$ cat config.mk
export PLATFORM = sky130hd
export DESIGN_NAME = x_pkt_deframer
export DESIGN_NICKNAME = d
export VERILOG_FILES = /design/src/rtl/x_pkt_deframer.sv
export SDC_FILE = /design/constraint.sdc
export NUM_CORES = 1
export LEC_CHECK = 0
export BUFFER_PORTS_ARGS = -buffer_cell sky130_fd_sc_hd__buf_2
export CAP_MARGIN = 20
export CORE_MARGIN = 5
export CORE_UTILIZATION = 27
export CTS_BUF_LIST = sky130_fd_sc_hd__clkbuf_16
export DETAILED_ROUTE_END_ITERATION = 7
export GPL_TIMING_DRIVEN = 1
export SLEW_MARGIN = 40
export SYNTH_ARGS = -nofsm -noshare
export SYNTH_HDL_FRONTEND = slang
export SYNTH_SLANG_ARGS = --single-unit
$ cat constraint.sdc
create_clock -name i_clk -period 5.9 [get_ports i_clk]
set_input_delay 0.885 -clock i_clk [delete_from_list [all_inputs] [get_ports i_clk]]
set_output_delay 0.885 -clock i_clk [all_outputs]
set_load 0.005 [all_outputs]
$ cat src/rtl/x_pkt_deframer.sv
// x_pkt_deframer: extracts payloads from SYNC/LEN/PAYLOAD/CSUM byte frames,
// buffers each payload and releases it to the consumer only after the checksum passes.
// Ports:
//   i_clk, i_rst                sync active-high reset
//   i_valid, i_data             received byte strobe (no backpressure)
//   o_valid, o_data, o_last,    payload stream out; the consumer takes a byte
//   i_accept                    when it asserts i_accept
//   o_pkt_ok                    pulse: packet checksum good
//   o_err, o_err_code           pulse and held code: 1 len, 2 csum, 3 timeout
//   o_drop                      pulse: input byte discarded while draining
module x_pkt_deframer #(
    parameter logic [7:0] p_sync    = 8'hA5,
    parameter int         p_max_len = 16,
    parameter int         p_timeout = 1_000_000
) (
    input  logic       i_clk,
    input  logic       i_rst,
    input  logic       i_valid,
    input  logic [7:0] i_data,
    output logic       o_valid,
    output logic [7:0] o_data,
    output logic       o_last,
    input  logic       i_accept,
    output logic       o_pkt_ok,
    output logic       o_err,
    output logic [1:0] o_err_code,
    output logic       o_drop
);

    localparam int AW    = (p_max_len > 1) ? $clog2(p_max_len) : 1;
    localparam int DEPTH = 1 << AW;
    localparam int TW    = $clog2(p_timeout + 1);

    localparam logic [7:0]    MAX_LEN  = 8'(p_max_len);
    localparam logic [TW-1:0] TMO_LAST = TW'(p_timeout - 1);

    typedef enum logic [2:0] {
        S_IDLE,
        S_LEN,
        S_PAYLOAD,
        S_CSUM,
        S_DRAIN
    } state_t;

    state_t        state_q;
    state_t        state_d;
    logic [7:0]    len_q;
    logic [7:0]    wr_ptr_q;
    logic [7:0]    rd_ptr_q;
    logic [7:0]    xor_q;
    logic [TW-1:0] tmo_q;
    logic [7:0]    buf_mem [DEPTH];

    logic       ok_d;
    logic       err_d;
    logic [1:0] code_d;
    logic       drop_d;
    logic       wr_en;
    logic       timed;
    logic       tmo_hit;
    logic       last_w;

    assign timed   = (state_q == S_LEN) || (state_q == S_PAYLOAD)
                   || (state_q == S_CSUM);
    // A byte arriving in the expiring cycle keeps the packet alive.
    assign tmo_hit = timed && !i_valid && (tmo_q == TMO_LAST);
    assign last_w  = (rd_ptr_q == len_q - 8'd1);

    assign o_valid = (state_q == S_DRAIN);
    assign o_last  = o_valid && last_w;
    assign o_data  = o_valid ? buf_mem[rd_ptr_q[AW-1:0]] : 8'h00;

    always_comb begin
        state_d = state_q;
        ok_d    = 1'b0;
        err_d   = 1'b0;
        code_d  = 2'd0;
        drop_d  = 1'b0;
        wr_en   = 1'b0;
        unique case (state_q)
            S_IDLE: begin
                if (i_valid && i_data == p_sync) state_d = S_LEN;
            end
            S_LEN: begin
                if (i_valid) begin
                    unique case (1'b1)
                        (i_data == 8'd0): state_d = S_CSUM;
                        (i_data > MAX_LEN): begin
                            state_d = S_IDLE;
                            err_d   = 1'b1;
                            code_d  = 2'd1;
                        end
                        default: state_d = S_PAYLOAD;
                    endcase
                end
            end
            S_PAYLOAD: begin
                if (i_valid) begin
                    wr_en = 1'b1;
                    if (wr_ptr_q == len_q - 8'd1) state_d = S_CSUM;
                end
            end
            S_CSUM: begin
                if (i_valid) begin
                    if (i_data != xor_q) begin
                        state_d = S_IDLE;
                        err_d   = 1'b1;
                        code_d  = 2'd2;
                    end else begin
                        ok_d    = 1'b1;
                        state_d = (len_q == 8'd0) ? S_IDLE : S_DRAIN;
                    end
                end
            end
            S_DRAIN: begin
                drop_d = i_valid;
                if (i_accept && last_w) state_d = S_IDLE;
            end
            default: state_d = S_IDLE;
        endcase
        if (tmo_hit) begin
            state_d = S_IDLE;
            err_d   = 1'b1;
            code_d  = 2'd3;
        end
    end

    always_ff @(posedge i_clk) begin
        if (i_rst) state_q <= S_IDLE;
        else       state_q <= state_d;
    end

    always_ff @(posedge i_clk) begin
        if (i_rst) begin
            len_q      <= 8'd0;
            wr_ptr_q   <= 8'd0;
            rd_ptr_q   <= 8'd0;
            xor_q      <= 8'd0;
            tmo_q      <= '0;
            o_pkt_ok   <= 1'b0;
            o_err      <= 1'b0;
            o_err_code <= 2'd0;
            o_drop     <= 1'b0;
        end else begin
            o_pkt_ok <= ok_d;
            o_err    <= err_d;
            o_drop   <= drop_d;
            if (err_d) o_err_code <= code_d;
            if (state_q == S_IDLE && state_d == S_LEN) begin
                wr_ptr_q <= 8'd0;
                rd_ptr_q <= 8'd0;
                xor_q    <= 8'd0;
            end
            // The running checksum is seeded with the length byte.
            if (state_q == S_LEN && i_valid) begin
                len_q <= i_data;
                xor_q <= i_data;
            end
            if (wr_en) begin
                wr_ptr_q <= wr_ptr_q + 8'd1;
                xor_q    <= xor_q ^ i_data;
            end
            if (o_valid && i_accept) rd_ptr_q <= rd_ptr_q + 8'd1;
            if (!timed || i_valid || state_d != state_q) tmo_q <= '0;
            else                                         tmo_q <= tmo_q + TW'(1);
        end
    end

    always_ff @(posedge i_clk) begin
        if (wr_en) buf_mem[wr_ptr_q[AW-1:0]] <= i_data;
    end

endmodule

==> flow_summary.toml <==
[min_path]
hold_class = "reg2reg"
worstHoldPathCells = 1

[clock_tree]
cts_buffers = 17
cts_resized = 0
cts_buffer_depth = 2
clock_latency_ps = 430
cts_tree = "yes"
postCtsSetupRepairBufs = 0
cts_max_level = 4
clock-sinks = 192
clk_root_buffer_cell = "clkbuf_16"
clk_pin_slew_worst_paths_ps = 70
holdBufCountCts = 0

[logic_synthesis]
yosysWarnings = 0
yosys.cell_types.count = 54
ys_seq_elements = 192
synth_nets = 666
avgSynthCellArea_um2 = 13.0
synth-edff-count = 128
ys_seq_area_share_pct = 61.1
syn-cell-area_um2 = 8390
synth-async-reset-ratio_pct = 0
syn_inst = 646
synth_flop_cell = "edfxtp_1"

[timing]
fin_ws_ps = 2300
hold_viol_final = 0
final-max-slew-violation-count = 0
rsz0062_at_grt = "false"
max_freq_ghz = 0.278
hold_slack_ps = 444
max-slew-margin-rel_pct = 51.5
setup_tns_ps = 0
setup_viol = 0
skew_ps = 10.4
worstMarginPinSlew_ps = 723
fin_crit_sh_pct = 60.9
finalCriticalPeriod_ps = 3600

[detailed_routing]
drc = 0
first_pass_iters = 4
wirelength_um = 18300
vias_per_cell = 4.69
antenna_left = 0
drtIter0Drc = 321
wl_per_cell_um = 17.1
route.vias.total = 5030

[power]
p_switching_uw = 548
power_density_nw_per_um2 = 270
swShare_pct = 21.3
p_clk_share_pct = 43.0
intPower_uw = 2030
combPwrFrac_pct = 1.4
p_seq_share_pct = 55.6
p_leak_uw = 0.00293
vdd_drop_max_uv = 186

[layout]
area_growth_pct = 13.6
num_antenna_cells = 0
layout-drive-gt1-share_pct = 18.8
n_fill_cell = 3060
final_cell_mix = "128 x edfxtp_1, 65 x nor2_1, 63 x dfxtp_1"
layout.cells.most_common = "edfxtp_1"
finalNetCount = 685

[worst_setup_path]
crit_end = "o_data[7]"
r2r_slack_ps = 3420
cp.required_ps = 5020
rr_startpoint = "state_q[1]"
path_class = "reg2out"
cp.arrival_ps = 2710
r2r-end = "wr_ptr_q[7]"
start_kind = "flip-flop"
cp_max_fo = 32
end_kind = "primary output"
reg2regPathDepth = 5

[grt]
antenna_found_initial = 0
grt_max_degree = 45
gr-total-overflow = 0
grt_util_all_layers_pct = 10.8
grt_pass1_vias = 5216
grt_pass1_wl_um = 29600

[die]
die_w_um = 186
coreArea_um2 = 30700
num_rows = 64
start_util_pct = 27.4
dieArea_um2 = 34700
die_y_um = 186
io_pins = 27

[status]
status = "finished clean"

[job]
drv_cap = 0

[place]
place_hpwl_um = 11700
gp_congestion = 0.814
port_buffers = 26
dp_slack_ps = 2720
## power by group through the flow
stage	sequential, uW	combinational (uW)	clock, uW
after global routing	1430	41.1	1200
after CTS	1430	37.5	1130
after detailed placement	1460	37.5	0
after global placement	1460	36.5	0
after floorplan	1460	14.4	0
final	1430	37.3	1110
## worst max-delay path, stage by stage (launching register included)
cell and delay [ps]:
dfxtp_2 320, buf_4 520, mux4_2 600, mux4_2 520
and2_1 180, buf_2 120
## how the worst min path moves through the flow
stage	start	slack, ps	endpoint
after CTS	tmo_q[0]	450	tmo_q[0]
final	tmo_q[0]	440	tmo_q[0]
after global routing	tmo_q[0]	470	tmo_q[0]
after floorplan	tmo_q[0]	410	tmo_q[0]
after global placement	tmo_q[0]	430	tmo_q[0]
after detailed placement	tmo_q[0]	440	tmo_q[0]
## stage by stage
step                      util (%)  instance area (um2)  cells  power, uW
after global placement        29.1                 8930   1042       1500
after floorplan                  -                 8390    646       1480
after CTS                     31.1                 9540   1073       2600
after global routing          31.1                 9540   1073       2670
final                         31.1                 9540   1073       2580
after detailed placement      29.3                 8980   1042       1500
## layer usage
| layer | vias up | GRT usage [%] | routed length, um |
|---|---|---|---|
| li1 | 2447 | - | - |
| met3 | 11 | 2.47 | 786 |
| met1 | 2489 | 13.9 | 8050 |
| met5 | - | 0 | 0 |
| met4 | 0 | 2.65 | 170 |
| met2 | 83 | 18.3 | 9300 |
## Yosys cell counts, types with 2 or more instances
cell	number	area, um2
a21oi_1	36	180
a311oi_1	2	17.5
a31oi_1	5	31.3
and2_1	10	62.6
and3_1	9	56.3
and4_1	2	17.5
buf_2	4	20.0
buf_6	2	22.5
clkbuf_1	24	90.1
clkbuf_8	2	27.5
dfxtp_1	64	1280
edfxtp_1	128	3840
ha_1	8	100
inv_1	13	48.8
mux2_2	2	22.5
mux4_2	40	901
nand2_1	52	195
nand2b_1	6	37.5
nand3_1	13	65.1
nand3b_1	2	15.0
nand4_1	19	119
nand4bb_1	2	22.5
nor2_1	74	278
nor2b_1	4	25.0
nor3_1	12	60.1
nor3b_1	11	82.6
nor4_1	4	25.0
nor4b_1	2	17.5
o21a_1	2	15.0
o21ai_0	20	100
o31ai_1	3	22.5
or2_2	2	12.5
or3_1	6	37.5
xnor2_1	27	236
xor2_1	15	131
## kinds of logic after synthesis
logic type / synth area share, %
AND/OR/NAND/NOR: 14.3
buffers and inverters: 2.62
AO/OA/AOI/OAI: 5.47
multiplexers: 11.0
XOR/XNOR: 4.38
flip-flops: 61.1
adder cells (fa/ha/maj): 1.19
## cell type report
cell class                 count  area, um2  share of cell area [%]
clock buffer                  17        425                    4.46
clock inverter                14        133                    1.39
inverter                      13       48.8                   0.512
multi-input combinational    407       3120                    32.7
sequential                   192       5130                    53.7
tap                          396        495                    5.19
timing repair buffer          34        193                    2.02
## sequential cells by signal, summed over array words and instances (netlist names), named ones only
register and cells:
buf_mem 128, tmo_q 20, len_q 8, rd_ptr_q 8
wr_ptr_q 8, xor_q 8, state_q 3, o_err_code 2
o_drop 1, o_err 1, o_pkt_ok 1
(Power assumes the default switching activity.)
